<file path="config.mk">
export PLATFORM = sky130hd
export DESIGN_NAME = rr_or_arbiter
export DESIGN_NICKNAME = d
export VERILOG_FILES = /design/src/rtl/arb_pkg.sv /design/src/rtl/rr_pick.sv /design/src/rtl/rr_or_arbiter.sv
export SDC_FILE = /design/constraint.sdc
export NUM_CORES = 1
export LEC_CHECK = 0
export ABC_AREA = 0
export CAP_MARGIN = 20
export CORE_UTILIZATION = 52
export DETAILED_ROUTE_END_ITERATION = 8
export PLACE_DENSITY = 0.79
export REMOVE_ABC_BUFFERS = 1
export SKIP_CTS_REPAIR_TIMING = 1
export SLEW_MARGIN = 20
export SYNTH_ARGS = -nofsm -noshare
export SYNTH_HDL_FRONTEND = slang
export SYNTH_HIERARCHICAL = 1
export SYNTH_SLANG_ARGS = --single-unit
</file>
<file path="constraint.sdc">
create_clock -name clk -period 3 [get_ports clk]
set_input_delay 0.9 -clock clk [delete_from_list [all_inputs] [get_ports clk]]
set_output_delay 0.9 -clock clk [all_outputs]
set_load 0.02 [all_outputs]
</file>
<file path="src/rtl/arb_pkg.sv">
// Shared types and helpers for the round-robin arbiter slice.
package arb_pkg;

  typedef enum logic {
    IDLE = 1'b0,
    BUSY = 1'b1
  } arb_state_t;

  // Index width with a floor of one bit, so a single-entry index still has a port.
  function automatic int idx_width(input int n);
    return (n > 1) ? $clog2(n) : 1;
  endfunction

endpackage

</file>
<file path="src/rtl/rr_pick.sv">
// Combinational rotating priority pick: first set bit at or above ptr, wrapping to 0.
module rr_pick
  import arb_pkg::*;
#(
  parameter int N  = 4,
  parameter int IW = idx_width(N)
) (
  input  logic [N-1:0]  cand,
  input  logic [IW-1:0] ptr,
  output logic [N-1:0]  onehot,
  output logic [IW-1:0] idx,
  output logic          found
);

  logic [N-1:0]   mask;
  logic [2*N-1:0] dbl;
  logic [IW:0]    first;

  generate
    for (genvar gi = 0; gi < N; gi++) begin : g_bit
      assign mask[gi]   = ((IW+1)'(gi) >= {1'b0, ptr});
      assign onehot[gi] = found && (idx == IW'(gi));
    end
  endgenerate

  // Lower half holds only bits at/above ptr; the upper copy supplies the wrap-around.
  assign dbl = {cand, cand & mask};

  always_comb begin
    found = 1'b0;
    first = '0;
    for (int i = 2*N-1; i >= 0; i--) begin
      if (dbl[i]) begin
        found = 1'b1;
        first = (IW+1)'(i);
      end
    end
  end

  assign idx = (first >= (IW+1)'(N)) ? IW'(first - (IW+1)'(N)) : first[IW-1:0];

endmodule

</file>
<file path="src/rtl/rr_or_arbiter.sv">
// Round-robin arbiter with registered one-hot grant, owner release and a hold limit
// that only bites while another requester is waiting.
module rr_or_arbiter
  import arb_pkg::*;
#(
  parameter  int N        = 4,
  parameter  int MAX_HOLD = 8,
  localparam int IW       = idx_width(N),
  localparam int HW       = $clog2(MAX_HOLD + 1)
) (
  input  logic          clk,
  input  logic          rst_n,
  input  logic [N-1:0]  req,
  output logic          any_req,
  output logic [N-1:0]  grant,
  output logic          grant_valid,
  output logic [IW-1:0] grant_id
);

  arb_state_t    state_reg, state_next;
  logic [N-1:0]  grant_reg, grant_next;
  logic          valid_reg, valid_next;
  logic [IW-1:0] owner_reg, owner_next;
  logic [IW-1:0] ptr_reg, ptr_next;
  logic [HW-1:0] hold_cnt_reg, hold_cnt_next;

  logic [N-1:0]  cand;
  logic [N-1:0]  win_onehot;
  logic [IW-1:0] win_idx;
  logic          win_found;
  logic          take;

  assign any_req = |req;

  // While busy the owner is always excluded: release and preemption both need someone else.
  assign cand = (state_reg == BUSY) ? (req & ~grant_reg) : req;

  rr_pick #(.N(N), .IW(IW)) u_pick (
    .cand   (cand),
    .ptr    (ptr_reg),
    .onehot (win_onehot),
    .idx    (win_idx),
    .found  (win_found)
  );

  always_comb begin
    state_next    = state_reg;
    grant_next    = grant_reg;
    valid_next    = valid_reg;
    owner_next    = owner_reg;
    ptr_next      = ptr_reg;
    hold_cnt_next = hold_cnt_reg;
    take          = 1'b0;

    case (state_reg)
      IDLE: take = win_found;
      BUSY: begin
        if (!req[owner_reg]) begin
          if (win_found) begin
            take = 1'b1;
          end else begin
            state_next    = IDLE;
            grant_next    = '0;
            valid_next    = 1'b0;
            owner_next    = '0;
            hold_cnt_next = '0;
          end
        end else if (hold_cnt_reg == HW'(MAX_HOLD)) begin
          if (win_found) take = 1'b1;
          else           hold_cnt_next = HW'(1);
        end else begin
          hold_cnt_next = hold_cnt_reg + HW'(1);
        end
      end
      default: ;
    endcase

    if (take) begin
      state_next    = BUSY;
      grant_next    = win_onehot;
      valid_next    = 1'b1;
      owner_next    = win_idx;
      hold_cnt_next = HW'(1);
      ptr_next      = (win_idx == IW'(N-1)) ? '0 : win_idx + IW'(1);
    end
  end

  always_ff @(posedge clk or negedge rst_n) begin
    if (!rst_n) begin
      state_reg    <= IDLE;
      grant_reg    <= '0;
      valid_reg    <= 1'b0;
      owner_reg    <= '0;
      ptr_reg      <= '0;
      hold_cnt_reg <= '0;
    end else begin
      state_reg    <= state_next;
      grant_reg    <= grant_next;
      valid_reg    <= valid_next;
      owner_reg    <= owner_next;
      ptr_reg      <= ptr_next;
      hold_cnt_reg <= hold_cnt_next;
    end
  end

  assign grant       = grant_reg;
  assign grant_valid = valid_reg;
  assign grant_id    = owner_reg;

endmodule

</file>
# --- Word level (Yosys, flattened, before mapping) ---
# Cells that the tools add are included.
word_totals:
  reg_bits: 14
  input_bits: 6
  out_inout_bits: 8
classes:
  add_sub_neg: 3
  order_cmp: 5
  eq_ne: 8
  mux: 45
  n_bitwise: 4
  n_reduce_logical: 9
op_table:
  columns: ["cell", "count"]
  rows:
  - ["$mux W4", 10]
  - ["$mux W3", 8]
  - ["$mux W1", 19]
  - ["$mux W2", 6]
  - ["$and A4 B4 Y4", 2]
  - ["$ne A3 B3 Y1 const B", 2]
  - ["$reduce_and A3 Y1", 2]
  - ["$add A4 B1 Y4 const B", 1]
  - ["$eq A2 B2 Y1 const B", 2]
  - ["$eq A4 B4 Y1 const B", 1]
  - ["$ge A1 B2 Y1 const A", 2]
  - ["$logic_and A1 B1 Y1", 4]
  - ["$ne A2 B2 Y1 const B", 2]
  - ["$not A4 Y4", 1]
  - ["$reduce_or A4 Y1", 1]
  - ["$ge A3 B3 Y1 const B", 1]
  - ["$lt A2 B3 Y1 const B", 1]
  - ["$add A2 B1 Y2 const B", 1]
  - ["$bmux W1 S2", 1]
  - ["$eq A2 B1 Y1 const B", 1]
  - ["$ge A2 B2 Y1 const A", 1]
  - ["$logic_not A2 Y1", 1]
  - ["$pmux W1 S2", 1]
  - ["$reduce_bool A2 Y1", 1]
  - ["other kinds (2)", 2]

# --- Longest topological paths before layout ---
# Gate-level depths: netlist (run 1).
depth:
  ltp_word: 17
  ltp_mapped: 9

# --- By module ---
# Netlist (run 1), hierarchy kept.
by_module_without_submodules:
  columns: ["mod", "n_inst", "cells_per_inst", "area_each_um2", "seq_area_each_um2"]
  rows:
  - ["rr_or_arbiter", 1, 77, 767.0, 350.3]
  - ["rr_pick", 1, 32, 201.4, 0.0]

# --- Worst setup path before layout (run 1) ---
# No wires, ideal clock.
synth_timing:
  path_kind: "input to output"
  from: "input port req[2]"
  to: "output port any_req"
  t_arrival_ps: 1534
  t_required_ps: 2100
  slack_ps: 566
  path_stages: 1
  n_path_buf: 0
  path_cell_list: "or4_1"
synth_via:
  elab_chain_cells: 1
synth_lines:
  columns: ["element", "line", "source"]
  rows:
  - ["from (decl)", "rr_or_arbiter.sv:13", "input logic [N-1:0] req,"]
  - ["$reduce_or A4 Y1", "rr_or_arbiter.sv:33", "assign any_req = |req;"]
  - ["to (decl)", "rr_or_arbiter.sv:14", "output logic any_req,"]
# Every way passes these cells.

# --- Final worst setup path (run 1) ---
# Ends and elaborated chain as after synthesis.

==> results.txt, run 1 <==
----------------------------------------------------
[Run status]
  Outcome ... complete, no violations

[Finish]
  Final nets ... 140
  Relative area change from synthesis to final layout ... 24.5%
  Design Area, Final ... 1210 sq um
  Layout cells sized above 1 ... 18.5%
  Antenna cell count ... 0

[Timing]
  Highest Clock Rate ... 0.338 GHz
  Time the final worst path needs with I/O delays and setup ... 2.96 ns
  Total of endpoints with negative setup slack in the final report ... 0
  RSZ-0062 raised after global routing ... no
  Total count of max-transition violations in the final report ... 0
  Worst slew margin relative to its limit ... 55.4%
  Final worst path period share ... 98.6%
  Hold violation total from the final report ... 0
  Largest clock skew in the final design ... 0.0106 ns
  Transition at the pin with the smallest max-transition slack ... 0.667 ns

[CTS]
  Buffers from clock root to sink, at most ... 2
  Worst-path clk slew ... 0.08 ns
  Count of H-tree levels built during CTS ... 1
  Worst skew pair latency ... 0.29 ns
  Total clock buffers created by CTS ... 3
  Number of clock sinks seen by CTS ... 14
  CTS tree ... done
  Clock root buffer master ... sky130_fd_sc_hd__clkbuf_4

[Logic synthesis]
  Yosys reg bits ... 14
  Area share of the leading cell type in the synthesized netlist ... 36.2%
  Cell area after technology mapping ... 968 sq um
  Async S/R FF share, synth ... 100%
  Gate count of the mapped netlist ... 109
  Cell type with the highest aggregate area in the netlist ... sky130_fd_sc_hd__dfrtp_1
  Ys flop type ... sky130_fd_sc_hd__dfrtp_1
  Cell types with the largest area share after synthesis ... sky130_fd_sc_hd__dfrtp_1, sky130_fd_sc_hd__a21oi_1, sky130_fd_sc_hd__nand2_1
  Yosys warns ... 6
  Number of synthesized flops with an enable pin ... 0
  Average size of a mapped cell ... 8.88 sq um
  Sequential cell area fraction in the yosys report ... 36.2%
  Number of different library cells in the post-synthesis netlist ... 37

[Worst hold path]
  Launch instance of the worst min-delay path ... hold_cnt_reg[1]
  Tightest Hold Check Type ... flop to flop

[Routing]
  Number of vias per cell after detailed routing ... 5.92
  Number of detailed-route iterations in the first pass ... 4
  Final Routed Wirelength ... 2.33 mm
  Number of DRC violations after detailed-routing iteration 0 ... 18
  Vias after detailed routing ... 918
  Residual antenna-violating net count after detailed routing ... 0
  Average wire per standard cell ... 15.1 um
  Remaining routing DRC violations ... 0

[Setup path]
  Worst setup startpoint ... req[2]
  Slack of the worst reg-to-reg path ... 0.85 ns
  Type of destination of the critical path ... output pin
  Type of the worst setup path ... input pin to output pin
  Reg-to-reg critical path startpoint ... state_reg
  Max FO, Critical Path ... 2
  Data required time of the worst path ... 2.10 ns
  Arr. time, crit path ... 2.06 ns
  Kind of start point of the critical path ... input pin

[GRT]
  Met3 usage ... 5.60%
  Layer carrying the most global-route usage ... met2
  Overflow left after global routing ... 0
  Met2 demand-to-capacity share in global routing ... 40.0%
  Largest net degree at the start of global routing ... 15
  Global-route met1 utilization ... 35.5%
  Vias in the first global route ... 857
  Aggregate global-route resource usage ... 26.4%
  Initial antenna violation count ... 0
  Global-route wire length before repair ... 3.87 mm

[Power]
  Areal power density over the cells ... 1120 nW/um^2
  Standby leakage power ... 0.000536 uW
  Final total power ... 1350 uW
  Switching portion of total power ... 44.4%
  Fraction of power consumed by sequential logic ... 28.9%
  Net Sw Power ... 601 uW
  Portion of total power attributed to combinational logic ... 60.6%
  Clock network fraction of total power ... 10.4%
  Peak supply drop ... 0.672 mV
  Cell-internal power ... 752 uW

[Die]
  Starting utilization of the core area ... 56.1%
  Top-level port count ... 14
  Core Region ... 1730 sq um
  DIE HEIGHT ... 45.2 um
  Std cell rows ... 15
  DIE AREA ... 2040 sq um
  Die Span X ... 45.2 um

[Placed design]
  Sum of net half-perimeters after detailed placement ... 1.71 mm
  Port Buffer Count ... 13
  Weighted congestion at the end of routability-driven global placement ... 0.827
  Post-Place Cell Area ... 1170 sq um

[Run]
  Maximum Capacitance Violations ... 0

----------------------------------------------------
## final timing paths
| kind | to | cells past startpoint |
|---|---|---|
| min in group asynchronous | grant[3] | 1 |
| worst max-delay path | any_req | 3 |
| worst min register to register | hold_cnt_reg[1] | 2 |
| worst min-delay path | hold_cnt_reg[1] | 2 |
| worst max register to register | ptr_reg[1] | 7 |
| max in group asynchronous | hold_cnt_reg[0] | 1 |
## critical path, cell delays in order
cell and delay (ns):
sky130_fd_sc_hd__clkdlybuf4s50_1 0.43, sky130_fd_sc_hd__or4_1 0.51, sky130_fd_sc_hd__dlymetal6s2s_1 0.22
## cell usage after synthesis (2+ instances only)
cell type                  number
sky130_fd_sc_hd__mux2_4         2
sky130_fd_sc_hd__o221a_2        2
sky130_fd_sc_hd__o21ai_0        5
sky130_fd_sc_hd__buf_6          2
sky130_fd_sc_hd__o22ai_1        2
sky130_fd_sc_hd__o21bai_1       2
sky130_fd_sc_hd__inv_1          7
sky130_fd_sc_hd__clkbuf_1       2
sky130_fd_sc_hd__dfrtp_1       14
sky130_fd_sc_hd__a21boi_0       5
sky130_fd_sc_hd__nor2_1        12
sky130_fd_sc_hd__nand2_1       12
sky130_fd_sc_hd__nand3b_1       2
sky130_fd_sc_hd__clkbuf_2       2
sky130_fd_sc_hd__a21oi_1       14
sky130_fd_sc_hd__ha_1           3
## through the flow
stage | TNS, ns | setup slack (ns) | std cells | hold slack, ns | util [%]
2_1_floorplan | 0 | 0.287 | 102 | 0.494 | -
3_3_place_gp | -0.267 | -0.267 | 151 | 0.520 | 67.6
3_5_place_dp | -0.289 | -0.289 | 151 | 0.536 | 67.6
4_1_cts | -0.298 | -0.298 | 155 | 0.547 | 69.7
5_1_grt | 0 | 0.0266 | 155 | 0.586 | 69.9
6_report | 0 | 0.0428 | 155 | 0.544 | 69.9
## power by group through the flow
| stage | sequential, uW | clock, uW | combinational, uW |
|---|---|---|---|
| 2_1_floorplan | 417 | 0 | 490 |
| 3_3_place_gp | 382 | 0 | 781 |
| 3_5_place_dp | 391 | 0 | 811 |
| 4_1_cts | 388 | 144 | 820 |
| 5_1_grt | 406 | 151 | 906 |
| 6_report | 392 | 141 | 821 |
## cells in the final DEF, fill, tap and decap left out, drive strengths merged, types with 2 or more instances in the layout
cell type,synthesis,final
a21oi,14,14
dfrtp,14,14
nand2,12,12
nor2,12,12
clkdlybuf4s50,0,12
buf,3,11
inv,7,7
a21boi,5,5
o21ai,5,5
clkbuf,4,4
ha,3,3
mux2,3,3
nand3b,2,2
o22ai,2,2
o21bai,2,2
o221a,2,2
## kinds of logic after synthesis
family | synth area share (%)
AO/OA/AOI/OAI | 28.3
AND/OR/NAND/NOR | 14.9
buffers and inverters | 7.36
flip-flops | 36.2
multiplexers | 7.62
adder cells (fa/ha/maj) | 3.88
XOR/XNOR | 1.81
## layer usage
metal	part of all wire [%]	vias to the layer above	wire length (um)
met5	0	-	0
met4	1.8	0	43
met3	5.4	8	127
met2	48	37	1130
met1	44	443	1030
li1	-	430	-
## layout make-up
class                           count  area, sq um
Inverter                            7         26.3
Tap cell                           25         31.3
Clock buffer                        4         36.3
Timing Repair Buffer               24          215
Sequential cell                    14          350
Multi-Input combinational cell     81          547
Fill cell                         153          520
Note: power is estimated with default switching activity, not from simulation.
==> run 2: changes to the inputs <==
--- a/config.mk
+++ b/config.mk
@@ -7,6 +7,7 @@
 export LEC_CHECK = 0
 export ABC_AREA = 0
 export CAP_MARGIN = 20
+export CORE_ASPECT_RATIO = 1.4
 export CORE_UTILIZATION = 52
 export DETAILED_ROUTE_END_ITERATION = 8
 export PLACE_DENSITY = 0.79
==> run 2 against run 1 <==
  * Sequential power fell by 2%
  * Sequential share of layout area is 0.34 points higher
  * Clock power shrank 3%
  * Routed wire length is 7.0% lower
  * Critical path depth is the same
  * Clock skew up 0.0051 ns
  * Sequential cell count is the same
  * Highest routed layer unchanged
  * Design area is 1.1% lower
  * Register-to-register slack worse by 0.04 ns
  * Die area rose by 0.11%
==> results.txt, run 2 (synthesis gave the netlist of run 1 again) <==
----------------------------------------------------
[Run status]
  Outcome ... complete, no violations

[CTS]
  Worst skew pair latency ... 0.28 ns (about the same)
  Clock root buffer master ... sky130_fd_sc_hd__clkbuf_4
  CTS tree ... done
  Number of clock sinks seen by CTS ... 14 (unchanged)
  Count of H-tree levels built during CTS ... 1 (unchanged)
  Total clock buffers created by CTS ... 3 (unchanged)
  Worst-path clk slew ... 0.08 ns (about the same)
  Buffers from clock root to sink, at most ... 2 (unchanged)

[Worst hold path]
  Tightest Hold Check Type ... flop to flop
  Hold-critical path depth ... 2 (unchanged)
  Launch instance of the worst min-delay path ... hold_cnt_reg[1]
  Worst Hold Path EP ... hold_cnt_reg[1]

[Routing]
  Vias after detailed routing ... 900 (-2.0%)
  Number of vias per cell after detailed routing ... 6.00 (+1.3%)
  Residual antenna-violating net count after detailed routing ... 0 (unchanged)
  Remaining routing DRC violations ... 0 (unchanged)
  Number of DRC violations after detailed-routing iteration 0 ... 28 (+10)
  Average wire per standard cell ... 14.5 um (-3.9%)
  Final Routed Wirelength ... 2.17 mm (-7.0%)
  Number of detailed-route iterations in the first pass ... 4 (unchanged)

[Power]
  Standby leakage power ... 0.000534 uW (-0.26%)
  Peak supply drop ... 0.625 mV (-7.0%)
  Switching portion of total power ... 44.0% (-0.40 points)
  Clock network fraction of total power ... 10.2% (-0.2 points)
  Net Sw Power ... 592 uW (-1.6%)
  Cell-internal power ... 752 uW (about the same)
  Portion of total power attributed to combinational logic ... 61.2% (+0.6 points)
  Fraction of power consumed by sequential logic ... 28.6% (-0.3 points)
  Areal power density over the cells ... 1130 nW/um^2 (+0.43%)

[GRT]
  Overflow left after global routing ... 0 (unchanged)
  Aggregate global-route resource usage ... 24.8% (-1.6 points)
  Vias in the first global route ... 819 (-4.4%)
  Initial antenna violation count ... 0 (unchanged)
  Global-route wire length before repair ... 3.56 mm (-8.0%)
  Largest net degree at the start of global routing ... 15 (unchanged)

[Finish]
  Final core utilization ... 67.9% (-2.0 points)
  Final nets ... 140 (unchanged)
  Layout cells sized above 1 ... 19.2% (+0.77 points)
  Relative area change from synthesis to final layout ... 23.1%
  Antenna cell count ... 0 (unchanged)
  Highest-count cells in the layout ignoring fill and taps ... sky130_fd_sc_hd__a21oi_1, sky130_fd_sc_hd__dfrtp_1, sky130_fd_sc_hd__nand2_1, sky130_fd_sc_hd__nor2_1, sky130_fd_sc_hd__clkdlybuf4s50_1

[Setup path]
  Reg2reg end ... grant[0]
  Buffering stage count on the worst path with inverters included ... 2 (unchanged)
  Slack of the worst reg-to-reg path ... 0.81 ns (-0.04 ns)
  Arr. time, crit path ... 2.00 ns (-0.06 ns)
  Type of destination of the critical path ... output pin
  Slowest stage cell, crit path ... sky130_fd_sc_hd__or4_1
  Cell depth of the worst flop-to-flop path ... 8 (+1)
  Data required time of the worst path ... 2.10 ns (about the same)
  Max FO, Critical Path ... 2 (unchanged)
  Top cell family by delay on the critical path ... buffers and inverters
  Slowest Stage Delay on Critical Path ... 0.52 ns (about the same)
  Crit-path cells ... clkdlybuf4s50_1, or4_1, clkbuf_2
  Kind of start point of the critical path ... input pin
  Type of the worst setup path ... input pin to output pin
  Reg-to-reg critical path startpoint ... state_reg

[Timing]
  Sum of negative setup slack ... 0 ns (unchanged)
  Final WS setup ... 0.101 ns (+0.0581 ns)
  Final worst path period share ... 96.6% (-1.9 points)
  Hold Worst Slack ... 0.545 ns (+0.00133 ns)
  RSZ-0062 raised after global routing ... no
  Total of endpoints with negative setup slack in the final report ... 0 (unchanged)
  Hold violation total from the final report ... 0 (unchanged)
  Largest clock skew in the final design ... 0.0157 ns (+0.00513 ns)
  Worst slew margin relative to its limit ... 55.3% (-0.13 points)
  Transition at the pin with the smallest max-transition slack ... 0.668 ns (+0.00189 ns)
  Total count of max-transition violations in the final report ... 0 (unchanged)
  Highest Clock Rate ... 0.345 GHz (+2.0%)
  Time the final worst path needs with I/O delays and setup ... 2.90 ns (-0.0581 ns)

[Die]
  Die Span X ... 38.5 um (-15%)
  Std cell rows ... 18 (+3)
  Core Region ... 1760 sq um (+1.7%)
  Starting utilization of the core area ... 55.1% (-0.96 points)
  DIE HEIGHT ... 53.1 um (+18%)
  Top-level port count ... 14 (unchanged)
  DIE AREA ... 2040 sq um (+0.11%)

[Placed design]
  Pre-CTS setup slack ... -0.274 ns (+0.0150 ns)
  Port Buffer Count ... 13 (unchanged)
  Weighted congestion at the end of routability-driven global placement ... 0.842 (+1.8%)
  Sum of net half-perimeters after detailed placement ... 1.60 mm (-6.3%)

[Run]
  Maximum Capacitance Violations ... 0 (unchanged)

----------------------------------------------------
-- run 2: cell types whose count changed in the layout (fill, tap and decap cells not counted) --
cell / before / now
sky130_fd_sc_hd__dlymetal6s2s_1: 1 / 0
sky130_fd_sc_hd__clkbuf_2: 0 / 1
-- run 2: through the flow --
| stage | total power (uW) | cells | cell area, sq um |
|---|---|---|---|
| final | 1340 | 150 | 1190 |
| after global routing | 1460 | 150 | 1190 |
| after CTS | 1340 | 150 | 1200 |
| after detailed placement | 1200 | 146 | 1160 |
| after global placement | 1170 | 146 | 1160 |
| after floorplan | 907 | 102 | 923 |
-- run 2: metal layers --
metal  part of all wire (%)  routed length (um)  vias to the layer above  GRT usage [%]
li1                       -                   -                      434              -
met1                     45                 970                      427           32.5
met2                     49                1070                       35           40.7
met3                    4.2                  91                        4           3.78
met4                    1.7                  36                        0           8.62
met5                      0                   0                        -              0
-- run 2: power by group through the flow --
stage	Clock, uW	Sequential, uW	Combinational (uW)
global placement	0	382	788
CTS	139	382	819
global route	148	400	911
detailed placement	0	385	814
finish	137	384	823
floorplan	0	417	490
-- run 2: how the worst max path moves through the flow --
stage / endpoint / slack (ns) / startpoint / cells after the start
floorplan: ptr_reg[1] / 0.29 / req[0] / 6
global placement: any_req / -0.27 / req[2] / 3
detailed placement: any_req / -0.27 / req[2] / 3
CTS: any_req / -0.29 / req[2] / 3
global route: any_req / 0.05 / req[1] / 3
finish: any_req / 0.10 / req[2] / 3
-- run 2: worst reg2reg max path, stage by stage (launching register included) --
cell and delay [ns]:
sky130_fd_sc_hd__dfrtp_1 0.55, sky130_fd_sc_hd__a21boi_0 0.52, sky130_fd_sc_hd__buf_4 0.24, sky130_fd_sc_hd__nor2_1 0.06, sky130_fd_sc_hd__nand2_1 0.07, sky130_fd_sc_hd__inv_1 0.12, sky130_fd_sc_hd__a21oi_1 0.13, sky130_fd_sc_hd__o21bai_1 0.25
sky130_fd_sc_hd__a21oi_1 0.13
-- run 2: cell type report --
type	count	area (sq um)
Clock buffer	4	36.3
Fill cell	152	564
Inverter	7	26.3
Multi-Input combinational cell	81	547
Sequential cell	14	350
Tap cell	20	25.0
Timing Repair Buffer	24	208
==> run 3: changes to the inputs <==
--- a/config.mk
+++ b/config.mk
@@ -13,7 +13,7 @@
 export PLACE_DENSITY = 0.79
 export REMOVE_ABC_BUFFERS = 1
 export SKIP_CTS_REPAIR_TIMING = 1
-export SLEW_MARGIN = 20
+export SLEW_MARGIN = 0
 export SYNTH_ARGS = -nofsm -noshare
 export SYNTH_HDL_FRONTEND = slang
 export SYNTH_HIERARCHICAL = 1
==> results of run 3 <==
Final layout, timing and power as in run 2 (identical DEF).
